**src/rtl/playfield_pixel_fetch.sv**
```systemverilog
`default_nettype none
// ============================================================================
//  Module   : playfield_pixel_fetch
//  Purpose  : Pixel-rate feeder for the VGA colour mapper. Holds the Tetris
//             board (COLS x ROWS cells of 3-bit block colour), overlays the
//             falling piece and, for every scanned pixel, emits play_area,
//             score_area and block_type together with the matching delayed
//             coordinates. Clears the board after reset and on new game.
//  Ports    : Clk, Reset_n (async, active-low)
//             pix_valid, DrawX, DrawY          scanned pixel in
//             frame_start                      latches piece shadow
//             clear_req                        restart board clear
//             wr_en, wr_col, wr_row, wr_color  board cell write
//             piece_cells, piece_color, piece_vis  falling piece
//             busy                             clear sequence running
//             out_valid, play_area, score_area, block_type,
//             DrawX_o, DrawY_o                 pixel out, 2 cycles later
//  Revision : 1.0  initial release
// ============================================================================
module playfield_pixel_fetch #(
    parameter int X0       = 240,
    parameter int Y0       = 80,
    parameter int COLS     = 10,
    parameter int ROWS     = 20,
    parameter int CSH      = 4,
    parameter int SCORE_X0 = 10,
    parameter int SCORE_Y0 = 10
) (
    input  logic        Clk,
    input  logic        Reset_n,
    input  logic        pix_valid,
    input  logic [9:0]  DrawX,
    input  logic [9:0]  DrawY,
    input  logic        frame_start,
    input  logic        clear_req,
    input  logic        wr_en,
    input  logic [3:0]  wr_col,
    input  logic [4:0]  wr_row,
    input  logic [2:0]  wr_color,
    input  logic [35:0] piece_cells,
    input  logic [2:0]  piece_color,
    input  logic        piece_vis,
    output logic        busy,
    output logic        out_valid,
    output logic        play_area,
    output logic        score_area,
    output logic [2:0]  block_type,
    output logic [9:0]  DrawX_o,
    output logic [9:0]  DrawY_o
);

    localparam int          CELLS     = COLS * ROWS;
    localparam logic [2:0]  EMPTY     = 3'd0;
    localparam logic [7:0]  LAST_ADDR = 8'(CELLS - 1);
    localparam logic [3:0]  COLS_L    = 4'(COLS);
    localparam logic [4:0]  ROWS_L    = 5'(ROWS);
    localparam logic [7:0]  COLS_A    = 8'(COLS);
    localparam logic [9:0]  X_LO      = 10'(X0);
    localparam logic [9:0]  X_HI      = 10'(X0 + (COLS << CSH));
    localparam logic [9:0]  Y_LO      = 10'(Y0);
    localparam logic [9:0]  Y_HI      = 10'(Y0 + (ROWS << CSH));
    localparam logic [9:0]  SX_LO     = 10'(SCORE_X0);
    localparam logic [9:0]  SX_HI     = 10'(SCORE_X0 + 8);
    localparam logic [9:0]  SY_LO     = 10'(SCORE_Y0);
    localparam logic [9:0]  SY_HI     = 10'(SCORE_Y0 + 16);

    typedef enum logic [0:0] {
        S_CLEAR = 1'b0,
        S_RUN   = 1'b1
    } state_e;

    state_e      state_q, state_d;
    logic [7:0]  clr_addr_q, clr_addr_d;

    logic        mem_we;
    logic [7:0]  mem_waddr;
    logic [2:0]  mem_wdata;

    // ---------------------------------------------------------------- FSM
    always_ff @(posedge Clk or negedge Reset_n) begin
        if (!Reset_n) begin
            state_q    <= S_CLEAR;
            clr_addr_q <= 8'd0;
        end else begin
            state_q    <= state_d;
            clr_addr_q <= clr_addr_d;
        end
    end

    always_comb begin
        state_d    = state_q;
        clr_addr_d = clr_addr_q;
        mem_we     = 1'b0;
        mem_waddr  = 8'd0;
        mem_wdata  = EMPTY;
        case (state_q)
            S_CLEAR: begin
                // Host writes are ignored while the sweep owns the RAM port.
                mem_we    = 1'b1;
                mem_waddr = clr_addr_q;
                if (clear_req) begin
                    clr_addr_d = 8'd0;
                end else if (clr_addr_q == LAST_ADDR) begin
                    state_d    = S_RUN;
                    clr_addr_d = 8'd0;
                end else begin
                    clr_addr_d = clr_addr_q + 8'd1;
                end
            end
            S_RUN: begin
                // Out-of-range cells would alias onto other rows; drop them.
                if (wr_en && (wr_col < COLS_L) && (wr_row < ROWS_L)) begin
                    mem_we    = 1'b1;
                    mem_waddr = 8'(wr_row) * COLS_A + 8'(wr_col);
                    mem_wdata = wr_color;
                end
                if (clear_req) begin
                    state_d    = S_CLEAR;
                    clr_addr_d = 8'd0;
                end
            end
            default: begin
                state_d    = S_CLEAR;
                clr_addr_d = 8'd0;
            end
        endcase
    end

    assign busy = (state_q == S_CLEAR);

    // ------------------------------------------------------- piece shadow
    logic [35:0] sh_cells_q;
    logic [2:0]  sh_color_q;
    logic        sh_vis_q;

    always_ff @(posedge Clk or negedge Reset_n) begin
        if (!Reset_n) begin
            sh_cells_q <= 36'd0;
            sh_color_q <= EMPTY;
            sh_vis_q   <= 1'b0;
        end else if (frame_start) begin
            sh_cells_q <= piece_cells;
            sh_color_q <= piece_color;
            sh_vis_q   <= piece_vis;
        end
    end

    // ------------------------------------------------- stage 1 decode
    logic [9:0] w_dx, w_dy;
    logic [3:0] w_col;
    logic [4:0] w_row;
    logic       w_pa, w_sa, w_hit;
    logic [7:0] w_raddr;

    // Wrapped differences outside the board are harmless: every consumer
    // below is qualified by w_pa.
    assign w_dx    = DrawX - X_LO;
    assign w_dy    = DrawY - Y_LO;
    assign w_col   = 4'(w_dx >> CSH);
    assign w_row   = 5'(w_dy >> CSH);
    assign w_pa    = (DrawX >= X_LO) && (DrawX < X_HI) &&
                     (DrawY >= Y_LO) && (DrawY < Y_HI);
    assign w_sa    = (DrawX >= SX_LO) && (DrawX < SX_HI) &&
                     (DrawY >= SY_LO) && (DrawY < SY_HI);
    assign w_raddr = w_pa ? (8'(w_row) * COLS_A + 8'(w_col)) : 8'd0;

    always_comb begin
        w_hit = 1'b0;
        for (int i = 0; i < 4; i++) begin
            if ((sh_cells_q[9*i+5 +: 4] == w_col) &&
                (sh_cells_q[9*i   +: 5] == w_row) &&
                (sh_cells_q[9*i+5 +: 4] <  COLS_L) &&
                (sh_cells_q[9*i   +: 5] <  ROWS_L)) begin
                w_hit = 1'b1;
            end
        end
        w_hit = w_hit & sh_vis_q & w_pa;
    end

    // ------------------------------------------------------- board RAM
    // Read-before-write: a same-edge write to the read address yields the
    // previous contents.
    logic [2:0] mem [0:CELLS-1];
    logic [2:0] ram_q;

    always_ff @(posedge Clk) begin
        if (mem_we) begin
            mem[mem_waddr] <= mem_wdata;
        end
        ram_q <= mem[w_raddr];
    end

    // -------------------------------------------------- stage 1 regs
    logic       vld1_q, pa1_q, sa1_q, hit1_q;
    logic [2:0] hcol1_q;
    logic [9:0] x1_q, y1_q;

    always_ff @(posedge Clk or negedge Reset_n) begin
        if (!Reset_n) begin
            vld1_q  <= 1'b0;
            pa1_q   <= 1'b0;
            sa1_q   <= 1'b0;
            hit1_q  <= 1'b0;
            hcol1_q <= EMPTY;
            x1_q    <= 10'd0;
            y1_q    <= 10'd0;
        end else begin
            vld1_q  <= pix_valid;
            pa1_q   <= w_pa;
            sa1_q   <= w_sa;
            hit1_q  <= w_hit;
            // Colour travels with the hit so a frame_start between the
            // two stages cannot recolour a pixel already in flight.
            hcol1_q <= sh_color_q;
            x1_q    <= DrawX;
            y1_q    <= DrawY;
        end
    end

    // -------------------------------------------------- stage 2 regs
    logic [2:0] bt_d;
    logic       vld2_q, pa2_q, sa2_q;
    logic [2:0] bt2_q;
    logic [9:0] x2_q, y2_q;

    always_comb begin
        bt_d = ram_q;
        if (busy || !pa1_q) begin
            bt_d = EMPTY;
        end else if (hit1_q) begin
            bt_d = hcol1_q;
        end
    end

    always_ff @(posedge Clk or negedge Reset_n) begin
        if (!Reset_n) begin
            vld2_q <= 1'b0;
            pa2_q  <= 1'b0;
            sa2_q  <= 1'b0;
            bt2_q  <= EMPTY;
            x2_q   <= 10'd0;
            y2_q   <= 10'd0;
        end else begin
            vld2_q <= vld1_q;
            pa2_q  <= pa1_q;
            sa2_q  <= sa1_q;
            bt2_q  <= bt_d;
            x2_q   <= x1_q;
            y2_q   <= y1_q;
        end
    end

    assign out_valid  = vld2_q;
    assign play_area  = pa2_q;
    assign score_area = sa2_q;
    assign block_type = bt2_q;
    assign DrawX_o    = x2_q;
    assign DrawY_o    = y2_q;

endmodule
`default_nettype wire

```
**config.mk**
```make
export PLATFORM = sky130hd
export DESIGN_NAME = playfield_pixel_fetch
export DESIGN_NICKNAME = d
export VERILOG_FILES = /design/src/rtl/playfield_pixel_fetch.sv
export SDC_FILE = /design/constraint.sdc
export NUM_CORES = 1
export LEC_CHECK = 0
export CORE_MARGIN = 5
export CORE_UTILIZATION = 60
export DETAILED_ROUTE_END_ITERATION = 10
export GPL_ROUTABILITY_DRIVEN = 0
export HOLD_SLACK_MARGIN = 0.06
export PLACE_DENSITY = 0.76
export RECOVER_POWER = 25
export SYNTH_ARGS = -nofsm -noshare
export SYNTH_HDL_FRONTEND = slang
export SYNTH_SLANG_ARGS = --single-unit
```
**constraint.sdc**
```tcl
create_clock -name Clk -period 5.01 [get_ports Clk]
set_input_delay 1.002 -clock Clk [delete_from_list [all_inputs] [get_ports Clk]]
set_output_delay 1.002 -clock Clk [all_outputs]
set_load 0.01 [all_outputs]
```
# Yosys cells after proc, flatten, opt, wreduce, memory -nomap -nowiden
# Memories as Yosys holds them, arrays and structs flattened. A register that Yosys moved wholly into a read port is not among the register bits.
# Index checks and enable logic that the tools add are counted.
# Widths: inputs -> output; s select.
[op_classes]
n_addsub = 5
multipliers = 2
order_cmp = 18
eq_ne = 10
mux = 23
bitwise_logic = 3
reduce_logical = 22
[op_table]
columns = ["op", "n"]
rows = [
  ["$mux 8", 5],
  ["$pmux 8 s2", 2],
  ["$lt 5x5->1 const B", 5],
  ["$eq 5x5->1", 4],
  ["$ge 10x4->1 const B", 2],
  ["$logic_and 1x1->1", 20],
  ["$lt 10x5->1 const B", 2],
  ["$lt 10x9->1 const B", 2],
  ["$lt 4x4->1 const B", 5],
  ["$add 8x4->8", 2],
  ["$eq 4x4->1", 4],
  ["$mul 5x3->7 const B", 2],
  ["$mux 3", 4],
  ["$ge 10x7->1 const B", 1],
  ["$ge 10x8->1 const B", 1],
  ["$mux 1", 10],
  ["$sub 9x7->9 const B", 1],
  ["$add 8x1->8 const B", 1],
  ["$eq 8x8->1 const B", 1],
  ["$sub 8x8->8 const B", 1],
  ["$pmux 1 s2", 2],
  ["$and 1x1->1", 2],
  ["$ne 2x2->1 const B", 1],
  ["$logic_not 1->1", 1],
  ["2 further kinds", 2],
]
[totals]
reg_bits = 102
ram_bits = 600
input_bits = 78
output_inout_bits = 27
elab_cells = 102
memories = 1
[mem_list]
columns = ["name", "words", "width", "rd", "rd_ports_with_merged_regs", "wr", "line_no", "source"]
rows = [
  ["mem", 200, 3, 1, 1, 1, "183", "logic [2:0] mem [0:CELLS-1];"],
]

# Depth between registers and ports, before layout
[depth]
ltp_word = 11
depth_mapped = 19
mapped_depth_nobuf = 17

# Least setup slack after synthesis
# OpenSTA, ideal clock, no wires.
[synth_path]
path_kind = "input to register"
start = "input port DrawY[4]"
end = "register ram_q[2] (read register of mem)"
setup_ps = 117
arrival_time_ps = 4813
required_time_ps = 4893
path_slack_ps = 80
cell_stages = 18
n_path_buf = 1
path_cell_list = "clkbuf_1 -> inv_1 -> ha_1 -> nand2b_1 -> nor2b_1 -> xnor2_1 -> inv_1 -> ha_1 -> fa_1 -> inv_1 -> xnor2_1 -> o31a_1 -> nor2_1 -> o21ai_0 -> a211oi_1 -> nor4_1 -> a211o_1 -> a32o_1"
[synth_via]
elab_chain_len = 4
word_cells_on_any_way = 8
classes_between = "2 x add/sub; 1 x mul; 2 x order compare; 1 x mux; 2 x reduce/logical"
[synth_rtl]
columns = ["item", "line_no", "source"]
rows = [
  ["start: declaration", "33", "input logic [9:0] DrawY,"],
  ["$sub 9x7->9 / $ge 10x7->1 (equally long branches)", "158, 162", ""],
  ["$mul 5x3->7 / $logic_and 1x1->1 (equally long branches)", "165, 161", ""],
  ["$add 8x4->8 / $logic_and 1x1->1 (equally long branches)", "165, 162", ""],
  ["$mux 8 *", "165", "assign w_raddr = w_pa ? (8'(w_row) * COLS_A + 8'(w_col)) : 8'd0;"],
  ["end: declaration", "184", "logic [2:0] ram_q;"],
]
# Mark *: on every way between the ends. The rest lies on a longest branch, timed or not.
# A chain may end at the register's enable or synchronous reset.

# Final worst setup path
[layout_path]
start = "input port DrawX[5]"
end = "register ram_q[1] (read register of mem)"
[layout_via]
elab_chain_len = 5
word_cells_on_any_way = 8
classes_between = "2 x add/sub; 2 x order compare; 1 x mux; 3 x reduce/logical"
[layout_rtl]
columns = ["item", "line_no", "source"]
rows = [
  ["start: declaration", "32", "input logic [9:0] DrawX,"],
  ["parallel branches: the longest is 4 deep, another holds $sub 8x8->8", "n/a", ""],
  ["$mux 8 *", "165", ""],
]
# Every way passes the cells marked *.

==> impl_metrics.py <==
metrics = {
    "outcome": {
        "status": "finished, violations left",
        "violations": "capacitance limit, slew limit",
    },
    "detailed_routing": {
        "dr_total_vias": 20100,
        "drt_iter0_markers": 2739,
        "drc": 0,
        "drtAntennaViolNets": 0,
        "post_drt_wl_per_cell_um": 26.6,
        "wirelength_um": 81800,
        "drt_pass1_iterations": 6,
        "via_per_inst": 6.53,
    },
    "timing": {
        "fin_crit_sh_pct": 95.3,
        "fmax_mhz": 210,
        "min_period_ns": 4.77,
        "hold_viol": 0,
        "rsz0062_at_grt": "no",
        "fin_worst_skew_ns": 0.0304,
        "max-slew-margin-rel_pct": -122,
        "slew_violations": 283,
        "setup_viol": 0,
        "setup_ws_ns": 0.237,
        "worst_pin_slew_ns": 3.33,
    },
    "setup_path": {
        "cp-start-kind": "primary input",
        "max_stage_delay_ns": 0.92,
        "endpoint_kind": "flop",
        "path_common_cell": "a211oi_1",
        "path_cells": "dlygate4sd3_1 > buf_4 > ha_1 > xor2_1 > fa_4 > clkinv_1 > nor4_4 > buf_12 > mux2i_1 > o211ai_1 > a211oi_2 > a211oi_1 > a211oi_1 > o32ai_1",
        "arrival_ns": 5.26,
        "cpMaxStageDelayCell": "fa_4",
        "cp.required_ns": 5.50,
        "critical_path_class": "primary input to flop",
        "path_max_fanout": 19,
        "r2r_cells": 3,
    },
    "finish": {
        "antenna-diode-count": 0,
        "nNetsFinal": 2464,
        "drive_gt1_share_pct": 15.2,
        "areaGrowthSynthToFinish_pct": 16.5,
        "finish.utilization_pct": 70.7,
    },
    "power": {
        "power-per-cell-area_nw_per_um2": 370,
        "power.internal_mw": 9.76,
        "p_leak_nw": 13.2,
        "sequentialPowerShare_pct": 49.9,
        "pwr-share-comb_pct": 10.5,
        "peakVddDrop_mv": 0.298,
        "power_switching_mw": 3.08,
        "sw_frac_of_total_pct": 24.0,
        "pwr-share-clk_pct": 39.6,
    },
    "clocking": {
        "cts_root_buf": "clkbuf_16",
        "path_clk_slew_ns": 0.06,
        "clock_latency_ns": 0.64,
        "cts_setup_buffers": 0,
        "ctsResizeCount": 0,
        "numCtsBuffers": 71,
        "cts_hold_buf": 0,
        "htree_levels": 3,
        "clockBufferDepth": 3,
        "cts_sinks": 705,
        "cts_tree": "built",
    },
    "worst_hold_path": {
        "hold_path_depth": 0,
        "hp-class": "flop to flop",
    },
    "yosys": {
        "synthArstFlopShare_pct": 14.5,
        "synth_warnings": 0,
        "synth_area_per_cell_um2": 13.9,
        "syn_nets": 2252,
        "synth.most_common_cell": "edfxtp_1",
        "yosys-top-cells-count": "600 x edfxtp_1, 298 x nor2_1, 202 x nand2_1, 109 x a21oi_1, 102 x dfrtp_1",
        "netlist_instances": 2146,
        "synth_top_area_cell": "edfxtp_1",
        "synth-edff-count": 600,
        "seq_area_frac_synth_pct": 69.3,
        "yosysTopAreaCellShare_pct": 60.5,
        "ys_ff_latch": 705,
        "ys_top_cells_by_area": "edfxtp_1 61%, dfrtp_1 8.6%, nor2_1 3.8%",
        "synth_flop_cell": "edfxtp_1",
        "synth_cell_type_count": 78,
        "syn_area_um2": 29800,
    },
    "placed_design": {
        "post-place-ws_ns": -0.211,
        "io_buffers": 104,
        "dp_hpwl_um": 52000,
    },
    "die": {
        "ios": 105,
        "coreArea_um2": 49100,
        "die_x_um": 233,
        "rows": 81,
        "start_util_pct": 60.7,
        "die_h_um": 233,
        "die-area_um2": 54200,
    },
    "global_route": {
        "grt_max_degree": 106,
        "track_usage_pct": 30.3,
        "grt_pass1_wl_um": 123000,
        "grt_overflow": 0,
        "grt_pass1_vias": 20200,
        "antenna_found_initial": 1,
    },
    "run": {
        "drv_cap": 5,
    },
}
==> power groups by stage <==
stage | sequential, mW | combinational (mW) | clock [mW]
after floorplan | 6.51 | 0.712 | 0
after global routing | 6.41 | 1.42 | 5.39
after detailed placement | 6.53 | 1.31 | 0
after global placement | 6.52 | 1.29 | 0
after CTS | 6.41 | 1.33 | 5.13
final | 6.41 | 1.35 | 5.08
==> sequential cells by signal, summed over array words and instances (netlist names), 3 cells and up <==
register,cells
DrawX_o,10
DrawY_o,10
block_type,3
clr_addr_q,8
hcol1_q,3
mem,600
ram_q,3
sh_cells_q,36
sh_color_q,3
x1_q,10
y1_q,10
==> stage by stage <==
| stage | TNS [ns] | area (µm²) | hold WS, ns | power, mW | std cells |
|---|---|---|---|---|---|
| after floorplan | 0 | 29800 | 0.331 | 7.22 | 2146 |
| after global placement | -0.197 | 32500 | 0.332 | 7.81 | 2949 |
| after detailed placement | -0.407 | 32500 | 0.335 | 7.84 | 2949 |
| after CTS | 0 | 34700 | 0.344 | 12.9 | 3078 |
| after global routing | 0 | 34700 | 0.350 | 13.2 | 3078 |
| final | 0 | 34700 | 0.343 | 12.8 | 3078 |
==> placed cells by master, fill, tap and decap left out, types with 8 or more instances in the layout <==
master / count
nand2b_1: 13
buf_4: 145
nand3_1: 39
o22ai_1: 12
clkbuf_1: 16
clkdlybuf4s50_1: 56
xnor2_1: 25
clkinv_1: 15
clkinv_2: 12
o211ai_1: 31
a211oi_1: 20
ha_1: 24
dlygate4sd3_1: 45
dfrtp_1: 102
a22oi_1: 8
nor4_1: 17
mux2i_1: 101
o221ai_1: 18
a221oi_1: 8
inv_1: 22
nand4_1: 19
clkbuf_16: 72
xor2_1: 22
a31oi_1: 15
mux4_2: 28
edfxtp_1: 600
nor2_1: 298
and3_1: 12
a21oi_1: 109
o2111ai_1: 8
o21ai_0: 57
buf_12: 16
nand2_1: 202
nor3_1: 27
nor2b_1: 11
mux2_2: 49
==> cell families after synthesis <==
| family | count (synthesis) | synth area share (%) |
|---|---|---|
| AO/OA/AOI/OAI | 363 | 8.32 |
| XOR/XNOR | 47 | 1.38 |
| adder cells (fa/ha/maj) | 28 | 1.28 |
| buffers and inverters | 150 | 2.23 |
| flip-flops | 705 | 69.3 |
| multiplexers | 178 | 7.37 |
| AND/OR/NAND/NOR | 675 | 10.2 |
==> final timing paths <==
check	start	to	slack [ns]
max	DrawX[5]	ram_q[1]	0.24
min	y1_q[3]	DrawY_o[3]	0.34
max reg2reg	state_q	mem[103][2]	1.31
min reg2reg	y1_q[3]	DrawY_o[3]	0.34
max in group asynchronous	Reset_n	sh_cells_q[19]	1.29
min in group asynchronous	Reset_n	clr_addr_q[0]	1.51
==> cell type report <==
class	instances	area, µm²
Clock buffer	89	1890
Clock inverter	40	325
Tap cell	664	831
Inverter	23	86.3
Sequential cell	705	20600
Timing Repair Buffer	266	2440
Multi-Input combinational cell	1291	8490
Fill cell	3267	14400
==> critical path: cells and delay by family <==
kind	cells	cell delay, ns
buffers and inverters	4	1.18
AND/OR/NAND/NOR	1	0.42
adder cells (fa/ha/maj)	2	1.12
AO/OA/AOI/OAI	5	1.08
multiplexers	1	0.26
XOR/XNOR	1	0.20
==> metal layers <==
metal	track usage [%]	wire, µm	vias to the layer above
met2	47.0	37300	1400
met1	41.0	29700	9852
met4	13.5	4290	2
met3	7.69	10500	293
li1	-	-	8558
met5	0	16	-
Power figures use the tool's default switching activity.
